<file path="config.mk">
export PLATFORM = sky130hd
export DESIGN_NAME = pf_iod_lvds_tx_lane_seq_flat
export DESIGN_NICKNAME = d
export VERILOG_FILES = /design/src/rtl/pf_iod_lvds_tx_pkg.sv /design/src/rtl/pf_iod_lvds_tx_lane_seq_if.sv /design/src/rtl/pf_iod_lvds_tx_lock_sync.sv /design/src/rtl/pf_iod_lvds_tx_lane_seq.sv /design/src/flat_wrapper.sv
export SDC_FILE = /design/constraint.sdc
export NUM_CORES = 1
export LEC_CHECK = 0
export BUFFER_PORTS_ARGS = -buffer_cell sky130_fd_sc_hd__buf_4
export CORE_AREA = 2 2 49 51
export CTS_CLUSTER_DIAMETER = 120
export DETAILED_ROUTE_END_ITERATION = 7
export DIE_AREA = 0 0 51 53
export GPL_ROUTABILITY_DRIVEN = 0
export PLACE_DENSITY = 0.78
export SLEW_MARGIN = 10
export SYNTH_ARGS = -nofsm -noshare
export SYNTH_HDL_FRONTEND = slang
export SYNTH_SLANG_ARGS = --single-unit
export TNS_END_PERCENT = 5
</file>
<file path="constraint.sdc">
create_clock -name FAB_CLK -period 1.51 [get_ports FAB_CLK]
set_input_delay 0.2265 -clock FAB_CLK [delete_from_list [all_inputs] [get_ports FAB_CLK]]
set_output_delay 0.2265 -clock FAB_CLK [all_outputs]
set_load 0.01 [all_outputs]
</file>
<file path="src/rtl/pf_iod_lvds_tx_pkg.sv">
// Shared types and constants for the PolarFire LVDS TX lane sequencer.
package pf_iod_lvds_tx_pkg;

    typedef enum logic [2:0] {
        ST_WAIT_LOCK = 3'd0,
        ST_PAUSE     = 3'd1,
        ST_SYNC_RST  = 3'd2,
        ST_TRAIN     = 3'd3,
        ST_DATA      = 3'd4
    } tx_state_e;

    localparam logic [7:0] TRAIN_PATTERN_DEF = 8'h0F;
    localparam logic [7:0] IDLE_PATTERN_DEF  = 8'h00;

    // The counter is loaded with count-1, so it never has to hold max_count itself.
    function automatic int cnt_width(input int max_count);
        return (max_count < 2) ? 1 : $clog2(max_count);
    endfunction

endpackage

</file>
<file path="src/rtl/pf_iod_lvds_tx_lane_seq_if.sv">
// User word stream into the TX lane sequencer (valid/ready, no backpressure in DATA).
interface pf_iod_lvds_tx_lane_seq_if #(
    parameter int DATA_WIDTH = 8
);
    logic [DATA_WIDTH-1:0] S_DATA;
    logic                  S_VALID;
    logic                  S_READY;

    modport master (output S_DATA, output S_VALID, input  S_READY);
    modport slave  (input  S_DATA, input  S_VALID, output S_READY);
endinterface

</file>
<file path="src/rtl/pf_iod_lvds_tx_lock_sync.sv">
// Two-flop synchronizer bringing the asynchronous PLL lock into the fabric clock domain.
module pf_iod_lvds_tx_lock_sync (
    input  logic clk_i,
    input  logic rst_i,
    input  logic async_i,
    output logic sync_o
);
    logic meta_q;
    logic sync_q;

    // Synchronizer chain, cleared by reset.
    always_ff @(posedge clk_i) begin
        if (rst_i) begin
            meta_q <= 1'b0;
            sync_q <= 1'b0;
        end else begin
            meta_q <= async_i;
            sync_q <= meta_q;
        end
    end

    assign sync_o = sync_q;
endmodule

</file>
<file path="src/rtl/pf_iod_lvds_tx_lane_seq.sv">
// Bring-up sequencer and word launcher for one PolarFire LVDS TX lane:
// lock -> clock pause -> gearbox sync reset -> training -> user data.
module pf_iod_lvds_tx_lane_seq
    import pf_iod_lvds_tx_pkg::*;
#(
    parameter int                    DATA_WIDTH      = 8,
    parameter int                    PAUSE_CYCLES    = 4,
    parameter int                    SYNC_RST_CYCLES = 8,
    parameter int                    TRAIN_WORDS     = 64,
    parameter logic [DATA_WIDTH-1:0] TRAIN_PATTERN   = DATA_WIDTH'(TRAIN_PATTERN_DEF),
    parameter logic [DATA_WIDTH-1:0] IDLE_PATTERN    = DATA_WIDTH'(IDLE_PATTERN_DEF)
) (
    input  logic                      FAB_CLK,
    input  logic                      RESET,
    input  logic                      PLL_LOCK,
    input  logic                      TX_EN,
    pf_iod_lvds_tx_lane_seq_if.slave  s_if,
    output logic                      HS_IO_CLK_PAUSE,
    output logic                      TX_SYNC_RST,
    output logic [DATA_WIDTH-1:0]     TXD,
    output logic                      LINK_UP
);
    localparam int MAX_A   = (PAUSE_CYCLES > SYNC_RST_CYCLES) ? PAUSE_CYCLES : SYNC_RST_CYCLES;
    localparam int MAX_CNT = (MAX_A > TRAIN_WORDS) ? MAX_A : TRAIN_WORDS;
    localparam int CW      = cnt_width(MAX_CNT);

    localparam logic [CW-1:0] PAUSE_LOAD = CW'(PAUSE_CYCLES - 1);
    localparam logic [CW-1:0] SYNC_LOAD  = CW'(SYNC_RST_CYCLES - 1);
    localparam logic [CW-1:0] TRAIN_LOAD = CW'(TRAIN_WORDS - 1);

    tx_state_e             state_q, state_d;
    logic [CW-1:0]         cnt_q, cnt_d;
    logic                  pause_q, pause_d;
    logic                  sync_rst_q, sync_rst_d;
    logic [DATA_WIDTH-1:0] txd_q, txd_d;
    logic                  s_ready_q, s_ready_d;
    logic                  link_up_q, link_up_d;
    logic                  lock_s;
    logic                  lock_ok;

    pf_iod_lvds_tx_lock_sync u_lock_sync (
        .clk_i   (FAB_CLK),
        .rst_i   (RESET),
        .async_i (PLL_LOCK),
        .sync_o  (lock_s)
    );

    assign lock_ok = lock_s & TX_EN;

    // State, counter and output registers; outputs follow the next state on the same edge.
    always_ff @(posedge FAB_CLK) begin
        if (RESET) begin
            state_q    <= ST_WAIT_LOCK;
            cnt_q      <= '0;
            pause_q    <= 1'b1;
            sync_rst_q <= 1'b1;
            txd_q      <= '0;
            s_ready_q  <= 1'b0;
            link_up_q  <= 1'b0;
        end else begin
            state_q    <= state_d;
            cnt_q      <= cnt_d;
            pause_q    <= pause_d;
            sync_rst_q <= sync_rst_d;
            txd_q      <= txd_d;
            s_ready_q  <= s_ready_d;
            link_up_q  <= link_up_d;
        end
    end

    // Next-state logic; losing lock or enable wins over any count expiry.
    always_comb begin
        state_d = state_q;
        cnt_d   = cnt_q;
        if (!lock_ok) begin
            state_d = ST_WAIT_LOCK;
            cnt_d   = '0;
        end else begin
            case (state_q)
                ST_WAIT_LOCK: begin
                    state_d = ST_PAUSE;
                    cnt_d   = PAUSE_LOAD;
                end
                ST_PAUSE: begin
                    if (cnt_q == '0) begin
                        state_d = ST_SYNC_RST;
                        cnt_d   = SYNC_LOAD;
                    end else begin
                        cnt_d = cnt_q - CW'(1);
                    end
                end
                ST_SYNC_RST: begin
                    if (cnt_q == '0) begin
                        state_d = ST_TRAIN;
                        cnt_d   = TRAIN_LOAD;
                    end else begin
                        cnt_d = cnt_q - CW'(1);
                    end
                end
                ST_TRAIN: begin
                    if (cnt_q == '0) begin
                        state_d = ST_DATA;
                        cnt_d   = '0;
                    end else begin
                        cnt_d = cnt_q - CW'(1);
                    end
                end
                ST_DATA: begin
                    state_d = ST_DATA;
                    cnt_d   = '0;
                end
                default: begin
                    state_d = ST_WAIT_LOCK;
                    cnt_d   = '0;
                end
            endcase
        end
    end

    // Output decode from the next state; a TRAIN entry always restarts on the true pattern.
    always_comb begin
        pause_d    = 1'b1;
        sync_rst_d = 1'b1;
        txd_d      = '0;
        s_ready_d  = 1'b0;
        link_up_d  = 1'b0;
        case (state_d)
            ST_WAIT_LOCK: begin
                pause_d    = 1'b1;
                sync_rst_d = 1'b1;
            end
            ST_PAUSE: begin
                pause_d    = 1'b1;
                sync_rst_d = 1'b0;
            end
            ST_SYNC_RST: begin
                pause_d    = 1'b1;
                sync_rst_d = 1'b1;
            end
            ST_TRAIN: begin
                pause_d    = 1'b0;
                sync_rst_d = 1'b0;
                if ((state_q == ST_TRAIN) && (txd_q == TRAIN_PATTERN)) begin
                    txd_d = ~TRAIN_PATTERN;
                end else begin
                    txd_d = TRAIN_PATTERN;
                end
            end
            ST_DATA: begin
                pause_d    = 1'b0;
                sync_rst_d = 1'b0;
                s_ready_d  = 1'b1;
                link_up_d  = 1'b1;
                if (s_ready_q && s_if.S_VALID) begin
                    txd_d = s_if.S_DATA;
                end else begin
                    txd_d = IDLE_PATTERN;
                end
            end
            default: begin
                pause_d    = 1'b1;
                sync_rst_d = 1'b1;
            end
        endcase
    end

    assign HS_IO_CLK_PAUSE = pause_q;
    assign TX_SYNC_RST     = sync_rst_q;
    assign TXD             = txd_q;
    assign LINK_UP         = link_up_q;
    assign s_if.S_READY    = s_ready_q;
endmodule

</file>
<file path="src/flat_wrapper.sv">
// flat-port wrapper written by rule: the top's interface ports become plain ports
module pf_iod_lvds_tx_lane_seq_flat import pf_iod_lvds_tx_pkg::*;
#(
    parameter int                    DATA_WIDTH      = 8,
    parameter int                    PAUSE_CYCLES    = 4,
    parameter int                    SYNC_RST_CYCLES = 8,
    parameter int                    TRAIN_WORDS     = 64,
    parameter logic [DATA_WIDTH-1:0] TRAIN_PATTERN   = DATA_WIDTH'(TRAIN_PATTERN_DEF),
    parameter logic [DATA_WIDTH-1:0] IDLE_PATTERN    = DATA_WIDTH'(IDLE_PATTERN_DEF)
)
  (FAB_CLK, RESET, PLL_LOCK, TX_EN, HS_IO_CLK_PAUSE, TX_SYNC_RST, TXD, LINK_UP, s_if_S_DATA, s_if_S_VALID, s_if_S_READY);
  pf_iod_lvds_tx_lane_seq_if #(.DATA_WIDTH(DATA_WIDTH)) s_if_i ();
  input  logic FAB_CLK;
  input  logic RESET;
  input  logic PLL_LOCK;
  input  logic TX_EN;
  output logic HS_IO_CLK_PAUSE;
  output logic TX_SYNC_RST;
  output logic [DATA_WIDTH-1:0] TXD;
  output logic LINK_UP;
  input wire logic [$bits(s_if_i.S_DATA)-1:0] s_if_S_DATA;
  input wire logic [$bits(s_if_i.S_VALID)-1:0] s_if_S_VALID;
  output wire logic [$bits(s_if_i.S_READY)-1:0] s_if_S_READY;
  assign s_if_i.S_DATA = s_if_S_DATA;
  assign s_if_i.S_VALID = s_if_S_VALID;
  assign s_if_S_READY = s_if_i.S_READY;
  pf_iod_lvds_tx_lane_seq #(.DATA_WIDTH(DATA_WIDTH), .PAUSE_CYCLES(PAUSE_CYCLES), .SYNC_RST_CYCLES(SYNC_RST_CYCLES), .TRAIN_WORDS(TRAIN_WORDS), .TRAIN_PATTERN(TRAIN_PATTERN), .IDLE_PATTERN(IDLE_PATTERN)) u_core (.FAB_CLK(FAB_CLK), .RESET(RESET), .PLL_LOCK(PLL_LOCK), .TX_EN(TX_EN), .s_if(s_if_i), .HS_IO_CLK_PAUSE(HS_IO_CLK_PAUSE), .TX_SYNC_RST(TX_SYNC_RST), .TXD(TXD), .LINK_UP(LINK_UP));
endmodule
</file>
==> flow_metrics.env, run 1 <==
export IMPL_overflow=0
export IMPL_clock_path_buffers=2
export IMPL_port_buffers=24
export IMPL_dpl_hpwl_mm=1.56
export IMPL_crit_buf_inv=3
export IMPL_rsz0062_at_grt="yes"
export IMPL_relSlewSlack=0.762
export IMPL_hold_start="RESET"
export IMPL_num_rows=17
export IMPL_status="finished with violations"
export IMPL_clock_skew_ns=0.00236
export IMPL_worst_slack_ns=-0.00966
export IMPL_power_leakage_nw=0.618
export IMPL_crit_arrival_ns=1.77
export IMPL_drv_cap=0
export IMPL_synth_edf_count=0
export IMPL_yosys_warnings=0
export IMPL_fmax_ghz=0.658
export IMPL_syn_nets=105
export IMPL_power_density_mw_per_mm2=722
export IMPL_vias=805
export IMPL_synth_top_area_frac=0.484
export IMPL_clock_latency_ns=0.30
export IMPL_wire_per_inst_um=14.0
export IMPL_p_int_mw=0.718
export IMPL_cts_buffers=3
export IMPL_p_seq_frac=0.643
export IMPL_pwr_share_comb=0.069
export IMPL_ys_seq_area_frac=0.484
export IMPL_ioPinCount=25
export IMPL_synthArstFlopShare=0
export IMPL_path_cells="inv_2, ha_4, nor3b_4, buf_6, buf_6, nand2_1, a211o_1, a21oi_2"
export IMPL_min_period_over_period=1.01
export IMPL_crit_fanout=6
export IMPL_final_antenna_net_count=0
export IMPL_path_class="reg2reg"
export IMPL_n_antenna_cell=0
export IMPL_fin_cells=153
export IMPL_ir_drop_mv=0.553
export IMPL_grt_use_total=0.166
export IMPL_htree_num_levels=1
export IMPL_netlist_instances=91
export IMPL_min_to="u_core.u_lock_sync.sync_o"
export IMPL_grt_max_degree=12
export IMPL_worstReg2RegStart="u_core.cnt_q[0]"
export IMPL_fp_coreArea_mm2=0.00215
export IMPL_slowest_delay_ns=0.34
export IMPL_cp_start_kind="register"
export IMPL_root_buffer="clkbuf_4"
export IMPL_synth_flop_cell="dfxtp_1"
export IMPL_rrSetupSlack_ns=-0.01
export IMPL_min_path_cells=2
export IMPL_routed_wl_mm=2.15
export IMPL_path_common_cell="buf_6"
export IMPL_via_per_inst=5.26
export IMPL_area_growth_pct=38.9
export IMPL_netlist_top_cells_count="22 x dfxtp_1, 8 x a21o_1, 6 x nor2_1"
export IMPL_drtIter0Drc=15
export IMPL_crit_family="compound AO/OA/AOI/OAI gates"
export IMPL_path_clk_slew_ns=0.11
export IMPL_final_hold_violation_count=0
export IMPL_switchingPower_mw=0.195
export IMPL_end_kind="register"
export IMPL_maxSlewViolCount=0
export IMPL_yosys_cell_types_count=38
export IMPL_syn_area_um2=910
export IMPL_avgSynthCellArea_um2=10.0
export IMPL_r2r_cells=8
export IMPL_setup_viol=1
export IMPL_swShare=0.213
export IMPL_cts_sinks=22
export IMPL_holdBufCountCts=0
export IMPL_drive_gt1_frac=0.448
export IMPL_max_slew_worst_pin_slew_ns=0.356
export IMPL_rr_endpoint="u_core.cnt_q[5]"
export IMPL_nets=141
export IMPL_p_clk_frac=0.288
export IMPL_post_place_cells=148
export IMPL_initial_core_util=0.423
export IMPL_dieArea_mm2=0.00270
export IMPL_period_needed_ns=1.52
export IMPL_violations="negative setup slack"
export IMPL_drc=0
export IMPL_drt_pass1_iterations=4
export IMPL_hp_class="in2reg"
export IMPL_ys_ff_latch=22
export IMPL_grt_pass1_wl_mm=3.42
export IMPL_grt_pass1_vias=812
export IMPL_die_y_um=53
export IMPL_antenna_found_initial=0
export IMPL_critPathRequiredTime_ns=1.76
export IMPL_cts_tree="yes"
export IMPL_yosysTopAreaCell="dfxtp_1"
export IMPL_netlist_top_cells_area="dfxtp_1 48%, a21o_1 6.6%, xnor2_1 2.9%"
export IMPL_fin_setup_tns_ns=-0.00966
export IMPL_slowest_stage="dfxtp_2"
export IMPL_die_width_um=51
export IMPL_yosysMostFrequentCell="dfxtp_1"
-- worst max-delay path by stage --
stage                    start         endpoint  slack [ns]  depth (start not counted)
3_3_place_gp   u_core.cnt_q[0]    u_core.TXD[6]     -0.0005                          7
6_report       u_core.cnt_q[0]  u_core.cnt_q[5]       -0.01                          8
5_1_grt        u_core.cnt_q[0]    u_core.TXD[5]        -0.1                          6
3_5_place_dp   u_core.cnt_q[0]    u_core.TXD[4]       -0.03                          7
4_1_cts        u_core.cnt_q[0]    u_core.TXD[4]       -0.06                          7
2_1_floorplan  u_core.cnt_q[0]    u_core.TXD[0]      0.0009                          6
-- kinds of logic after synthesis --
kind of cell | count (synthesis) | share of synthesized area
xor+xnor | 3 | 0.0289
compound gates | 27 | 0.205
fa+ha+maj | 1 | 0.0138
simple gates | 30 | 0.226
buf+inv | 8 | 0.0426
flops | 22 | 0.484
-- metrics by stage --
stage	hold slack [ns]	util	instance area (um2)	power (mW)	setup slack, ns
2_1_floorplan	0.298	-	910	0.620	0.000881
3_3_place_gp	0.407	0.544	1170	0.652	-0.000472
5_1_grt	0.0896	0.588	1260	0.934	-0.0996
3_5_place_dp	0.416	0.544	1170	0.654	-0.0323
6_report	0.0865	0.588	1260	0.912	-0.00966
4_1_cts	0.0798	0.574	1230	0.912	-0.0581
-- sequential cells by signal (all words and copies together) (netlist names) --
signal                     flops
u_core.HS_IO_CLK_PAUSE         1
u_core.u_lock_sync.sync_o      1
u_core.TX_SYNC_RST             1
u_core.TXD                     8
u_core.cnt_q                   6
u_core.state_q                 3
u_core.u_lock_sync.meta_q      1
u_core.s_if.S_READY            1
-- per-layer routing --
| metal | up-vias | GRT usage | part of all wire |
|---|---|---|---|
| met5 | - | 0 | 0 |
| met4 | 0 | 0.0811 | 0.019 |
| met3 | 6 | 0.0113 | 0.038 |
| met2 | 20 | 0.318 | 0.55 |
| met1 | 379 | 0.184 | 0.39 |
| li1 | 400 | - | - |
-- worst register-to-register path: cells and delay by family, from the launching register on --
family	cells	cell delay, ns
buffers and inverters	3	0.33
AND/OR/NAND/NOR	2	0.28
AO/OA/AOI/OAI	2	0.37
adder cells (fa/ha/maj)	1	0.13
flip-flops	1	0.34
-- power groups by stage --
stage	combinational [mW]	sequential (mW)	clock, mW
2_1_floorplan	0.0210	0.599	0
3_3_place_gp	0.0528	0.599	0
3_5_place_dp	0.0544	0.599	0
4_1_cts	0.0581	0.587	0.267
5_1_grt	0.0681	0.587	0.278
6_report	0.0626	0.587	0.263
-- cell usage in the layout, fill, tap and decap left out, drive strengths merged, types with 2 or more instances in the layout --
cell	n
o21ai	4
nand4	2
inv	4
nor2b	3
a21o	8
nor3	2
xnor2	3
nand3	3
buf	35
or4	2
dfxtp	22
o31ai	2
clkbuf	3
nor2	7
a21oi	4
nor3b	3
nand2	2
-- final cells by class --
class / instances / area [um2]
inverter: 4 / 15.0
clock buffer: 3 / 22.5
fill: 194 / 885
sequential: 22 / 443
timing repair buffer: 35 / 270
multi-input combinational: 61 / 478
tap: 28 / 35.0
-- what timing repair did --
item / in CTS / in global routing
pin swaps: 7 / 7
gates resized for setup: 11 / 8
setup endpoints to repair: 10 / 11
setup buffers: 1 / 2
Note: power is estimated with default switching activity, not from simulation.
==> run 2: changes to the inputs <==
--- a/config.mk
+++ b/config.mk
@@ -5,13 +5,14 @@
 export SDC_FILE = /design/constraint.sdc
 export NUM_CORES = 1
 export LEC_CHECK = 0
+export ABC_AREA = 1
 export BUFFER_PORTS_ARGS = -buffer_cell sky130_fd_sc_hd__buf_4
-export CORE_AREA = 2 2 49 51
+export CORE_AREA = 2 2 51 53
 export CTS_CLUSTER_DIAMETER = 120
 export DETAILED_ROUTE_END_ITERATION = 7
-export DIE_AREA = 0 0 51 53
+export DIE_AREA = 0 0 53 55
 export GPL_ROUTABILITY_DRIVEN = 0
-export PLACE_DENSITY = 0.78
+export PLACE_DENSITY = 0.79
 export SLEW_MARGIN = 10
 export SYNTH_ARGS = -nofsm -noshare
 export SYNTH_HDL_FRONTEND = slang
==> flow_metrics.env, run 2 <==
export IMPL_status="finished, final reports clean"
export IMPL_ys_ff_latch=22
export IMPL_path_clk_slew_ns=0.12
export IMPL_netlist_top_cells_area="dfxtp_1 43%, nor2_1 9.1%, nand2_1 7.6%"
export IMPL_avgSynthCellArea_um2=7.70
export IMPL_netlist_instances=134
export IMPL_cts_sinks=22
export IMPL_synth_top_family_by_area="simple AND/OR/NAND/NOR gates"
export IMPL_htree_num_levels=1
export IMPL_hp_class="in2reg"
export IMPL_rsz0062_at_grt="no"
export IMPL_end_kind="register"
export IMPL_relSlewSlack=0.769
export IMPL_clock_latency_ns=0.31
export IMPL_muxShareOfSynthArea=0
export IMPL_synth_xor_area_frac=0.0339
export IMPL_power_leakage_nw=0.683
export IMPL_stdcell_area_mm2=0.00130
export IMPL_holdWs_ns=0.110
export IMPL_nets=175
export IMPL_path_class="reg2reg"
export IMPL_min_period_over_period=0.921
export IMPL_initial_core_util=0.437
export IMPL_clock_path_buffers=2
export IMPL_drc=0
export IMPL_fin_setup_tns_ns=0
export IMPL_antenna_found_initial=0
export IMPL_n_antenna_cell=0
export IMPL_synth_edf_count=0
export IMPL_syn_area_mm2=0.00103
export IMPL_finalPower_mw=1.10
export IMPL_drt_pass1_iterations=4
export IMPL_via_per_inst=4.65
export IMPL_final_hold_violation_count=0
export IMPL_overflow=0
export IMPL_power_density_mw_per_mm2=846
export IMPL_cts_buffers=3
export IMPL_cts_tree="yes"
export IMPL_num_fill_cells=245
export IMPL_vias=884
export IMPL_period_needed_ns=1.39
export IMPL_post_cts_setup_buffer_count=0
export IMPL_num_rows=18
export IMPL_root_buffer="clkbuf_4"
export IMPL_clock_skew_ns=0.00668
export IMPL_synthArstFlopShare=0
export IMPL_drv_cap=0
export IMPL_final_antenna_net_count=0
export IMPL_synth_compound_area_frac=0.0473
export IMPL_drive_gt1_frac=0.300
export IMPL_netlist_top_cells_count="25 x nor2_1, 22 x dfxtp_1, 21 x nand2_1"
export IMPL_grt_use_total=0.158
export IMPL_fin_cells=190
export IMPL_grt_max_degree=14
export IMPL_ir_drop_mv=0.729
export IMPL_setup_viol=0
export IMPL_drtIter0Drc=17
export IMPL_wire_per_inst_um=10.5
export IMPL_synth_top_area_frac=0.427
export IMPL_yosysMostFrequentCell="nor2_1"
export IMPL_dieArea_mm2=0.00292
export IMPL_synthAdderAreaFrac=0.0121
export IMPL_fmax_ghz=0.719
export IMPL_die_width_um=53
export IMPL_crit_fanout=7
export IMPL_syn_nets=148
export IMPL_yosys_warnings=0
export IMPL_yosysTopAreaCell="dfxtp_1"
export IMPL_ys_seq_area_frac=0.427
export IMPL_ioPinCount=25
export IMPL_fp_coreArea_mm2=0.00236
export IMPL_synth_flop_cell="dfxtp_1"
export IMPL_port_buffers=24
export IMPL_critPathRequiredTime_ns=1.77
export IMPL_placed_area_mm2=0.00124
export IMPL_largest_register_ffs=8
export IMPL_yosys_cell_types_count=24
export IMPL_layout_common_cells="25 x nor2_1, 25 x buf_4, 22 x dfxtp_1, 21 x nand2_1, 20 x inv_1"
export IMPL_grt_pass1_wl_mm=3.31
export IMPL_routed_wl_mm=2.00
export IMPL_synth_simple_area_share=0.382
export IMPL_cp_start_kind="register"
export IMPL_dpl_hpwl_mm=1.64
export IMPL_area_growth_pct=26.2
export IMPL_post_place_cells=186
export IMPL_grt_pass1_vias=814
export IMPL_max_slew_worst_pin_slew_ns=0.346
export IMPL_die_y_um=55
export IMPL_crit_arrival_ns=1.66
export IMPL_holdBufCountCts=0
export IMPL_maxSlewViolCount=0
[run 2: cell types whose count changed after synthesis, sizes merged, moves of 3 or more]
cell | previous run | this run
inv | 4 | 22
xor2 | 0 | 3
nand4 | 2 | 10
nor2 | 7 | 30
nor2b | 3 | 0
nor3b | 3 | 0
a21o | 8 | 0
nand2 | 2 | 25
o21ai | 4 | 0
nand3 | 3 | 7
[run 2: final timing paths]
path,end,start,slack [ns],cells past startpoint
setup reg to reg,u_core.TXD[7],u_core.cnt_q[0],0.12,8
hold reg to reg,u_core.u_lock_sync.sync_o,u_core.u_lock_sync.meta_q,0.41,2
hold / removal,u_core.s_if.S_READY,RESET,0.11,2
setup / recovery,u_core.TXD[7],u_core.cnt_q[0],0.12,8
[run 2: critical path: stages, from the launching register on]
cell and delay, ns:
dfxtp_1 0.33, inv_1 0.07, ha_2 0.24, nand3_4 0.14, clkinv_1 0.09, nand2_2 0.06, a21oi_2 0.20, nand3_2 0.12
nand2_1 0.09
[run 2: metrics by stage]
step,setup WS [ns],utilization
3_3_place_gp,0.173,0.525
5_1_grt,0.0266,0.551
6_report,0.120,0.551
4_1_cts,0.0755,0.548
2_1_floorplan,0.234,-
3_5_place_dp,0.0992,0.525
[run 2: area by class of cell]
class	count	area [um2]	share of cell area
clock buffer	3	22.5	0.0173
clock inverter	1	30.0	0.0231
inverter	23	86.3	0.0663
multi-input combinational	86	498	0.382
sequential	22	440	0.338
tap	30	37.5	0.0288
timing repair buffer	25	188	0.144
[run 2: power breakdown]
| part | total (mW) | switching [mW] | internal (mW) |
|---|---|---|---|
| Clock | 0.450 | 0.182 | 0.269 |
| Sequential | 0.587 | 0.00207 | 0.585 |
| Combinational | 0.0643 | 0.0314 | 0.0329 |
| Total | 1.10 | 0.215 | 0.886 |
[run 2: metal layers]
metal  track usage  part of all wire
met1         0.186              0.44
met2         0.271              0.49
met3        0.0296             0.042
met4        0.0897             0.024
met5             0                 0
[run 2: cell families (layout without fill, tap and decap cells)]
family	Yosys count	after routing
buffers and inverters	26	52
and+or+nand+nor	75	75
DFF	22	22
adders and majority gates	1	1
AOI/OAI and AO/OA	6	6
xor gates and xnor gates	4	4
[run 2: repair_timing]
item	CTS	global route
resized for setup	0	2
endpoints found under the setup margin	0	8
endpoints found under the hold margin	0	0
==> run 3: changes to the inputs <==
--- a/config.mk
+++ b/config.mk
@@ -13,6 +13,7 @@
 export DIE_AREA = 0 0 53 55
 export GPL_ROUTABILITY_DRIVEN = 0
 export PLACE_DENSITY = 0.79
+export RECOVER_POWER = 50
 export SLEW_MARGIN = 10
 export SYNTH_ARGS = -nofsm -noshare
 export SYNTH_HDL_FRONTEND = slang
==> flow_metrics.env, run 3 (synthesized netlist as in run 2, its figures left out) <==
export IMPL_status="finished, final reports clean"
export IMPL_switchingPower_mw=0.214
export IMPL_layout_commonest_cell="nor2_1"
export IMPL_cts_sinks=22
export IMPL_ioPinCount=25
export IMPL_wire_per_inst_um=10.5
export IMPL_p_clk_frac=0.409
export IMPL_path_clk_slew_ns=0.12
export IMPL_drv_cap=0
export IMPL_holdBufCountCts=0
export IMPL_period_needed_ns=1.39
export IMPL_drtIter0Drc=8
export IMPL_placed_area_mm2=0.00124
export IMPL_holdWs_ns=0.110
export IMPL_n_antenna_cell=0
export IMPL_die_width_um=53
export IMPL_post_place_cells=186
export IMPL_num_fill_cells=258
export IMPL_rsz0062_at_grt="no"
export IMPL_cts_buffers=3
export IMPL_clock_latency_ns=0.31
export IMPL_drive_gt1_frac=0.213
export IMPL_nets=175
export IMPL_num_rows=18
export IMPL_antenna_found_initial=0
export IMPL_slowest_stage="dfxtp_1"
export IMPL_postLayoutCoreUtil=0.528
export IMPL_cp_start_kind="register"
export IMPL_area_growth_pct=21.0
export IMPL_htree_num_levels=1
export IMPL_setup_viol=0
export IMPL_maxSlewViolCount=0
export IMPL_fp_coreArea_mm2=0.00236
export IMPL_end_kind="register"
export IMPL_overflow=0
export IMPL_via_per_inst=4.68
export IMPL_routed_wl_mm=1.99
export IMPL_grt_max_degree=14
export IMPL_vias=890
export IMPL_layout_common_cells="25 x nor2_1, 22 x dfxtp_1, 21 x nand2_1, 20 x inv_1, 13 x clkbuf_1"
export IMPL_hp_class="in2reg"
export IMPL_path_cells="inv_1, ha_2, nand3_4, clkinv_1, nand2_2, a21oi_2, nand3_2, nand2_1"
export IMPL_slowest_delay_ns=0.33
export IMPL_drc=0
export IMPL_port_buffers=24
export IMPL_initial_core_util=0.437
export IMPL_dieArea_mm2=0.00292
export IMPL_relSlewSlack=0.769
export IMPL_fmax_ghz=0.721
export IMPL_path_class="reg2reg"
export IMPL_min_period_over_period=0.919
export IMPL_multi_input_area_um2=493
export IMPL_clock_path_buffers=2
export IMPL_grt_pass1_wl_mm=3.31
export IMPL_regArea_um2=440
export IMPL_worst_slack_ns=0.122
export IMPL_max_slew_worst_pin_slew_ns=0.346
export IMPL_place_ws_ns=0.0992
export IMPL_critPathRequiredTime_ns=1.77
export IMPL_stdcell_area_mm2=0.00125
export IMPL_grt_pass1_vias=814
export IMPL_drt_pass1_iterations=3
export IMPL_p_seq_frac=0.534
export IMPL_root_buffer="clkbuf_4"
export IMPL_crit_arrival_ns=1.65
export IMPL_p_int_mw=0.884
export IMPL_post_cts_setup_buffer_count=0
export IMPL_ir_drop_mv=0.729
export IMPL_fin_cells=190
export IMPL_final_antenna_net_count=0
export IMPL_clock_skew_ns=0.00488
export IMPL_pwr_share_comb=0.057
export IMPL_final_hold_violation_count=0
export IMPL_swShare=0.195
export IMPL_dpl_hpwl_mm=1.64
export IMPL_power_density_mw_per_mm2=880
export IMPL_largest_register_ffs=8
export IMPL_finalPower_mw=1.10
export IMPL_die_y_um=55
export IMPL_grt_use_total=0.158
export IMPL_crit_fanout=7
export IMPL_power_leakage_nw=0.631
export IMPL_fin_setup_tns_ns=0
export IMPL_cts_tree="yes"
==> run 3: path summary, 6_finish.rpt <==
path	from	endpoint	slack, ns	depth (start not counted)
worst max register to register	u_core.cnt_q[0]	u_core.TXD[7]	0.12	8
worst max-delay path	u_core.cnt_q[0]	u_core.TXD[7]	0.12	8
worst min-delay path	PLL_LOCK	u_core.u_lock_sync.meta_q	0.11	3
worst min register to register	u_core.u_lock_sync.meta_q	u_core.u_lock_sync.sync_o	0.41	2
==> run 3: power by group through the flow <==
stage / Sequential [mW] / Clock [mW] / Combinational [mW]
2_1_floorplan: 0.600 / 0 / 0.0302
3_3_place_gp: 0.600 / 0 / 0.0610
3_5_place_dp: 0.600 / 0 / 0.0634
4_1_cts: 0.587 / 0.456 / 0.0637
5_1_grt: 0.587 / 0.471 / 0.0690
6_report: 0.587 / 0.449 / 0.0622
==> run 3: layout make-up <==
type	count	area share
Tap cell	30	0.0301
Inverter	23	0.0691
Sequential cell	22	0.353
Clock buffer	3	0.0180
Multi-Input combinational cell	86	0.395
Clock inverter	1	0.0240
Timing Repair Buffer	25	0.111
==> run 3: repair_timing <==
item | CTS | global route
gates resized for setup | 0 | 2
setup endpoints to repair | 0 | 8
endpoints found under the hold margin | 0 | 0
==> run 3: routing by layer <==
layer / routed length [um] / global-route usage
met1: 871 / 0.186
met4: 51 / 0.0897
met5: 0 / 0
met2: 976 / 0.271
met3: 91 / 0.0296
==> run 3: worst max-delay path: cells and delay by family (launching register included) <==
family,cells,cell delay (ns)
simple gates,4,0.41
flops,1,0.33
fa+ha+maj,1,0.24
compound gates,1,0.20
buf+inv,2,0.16
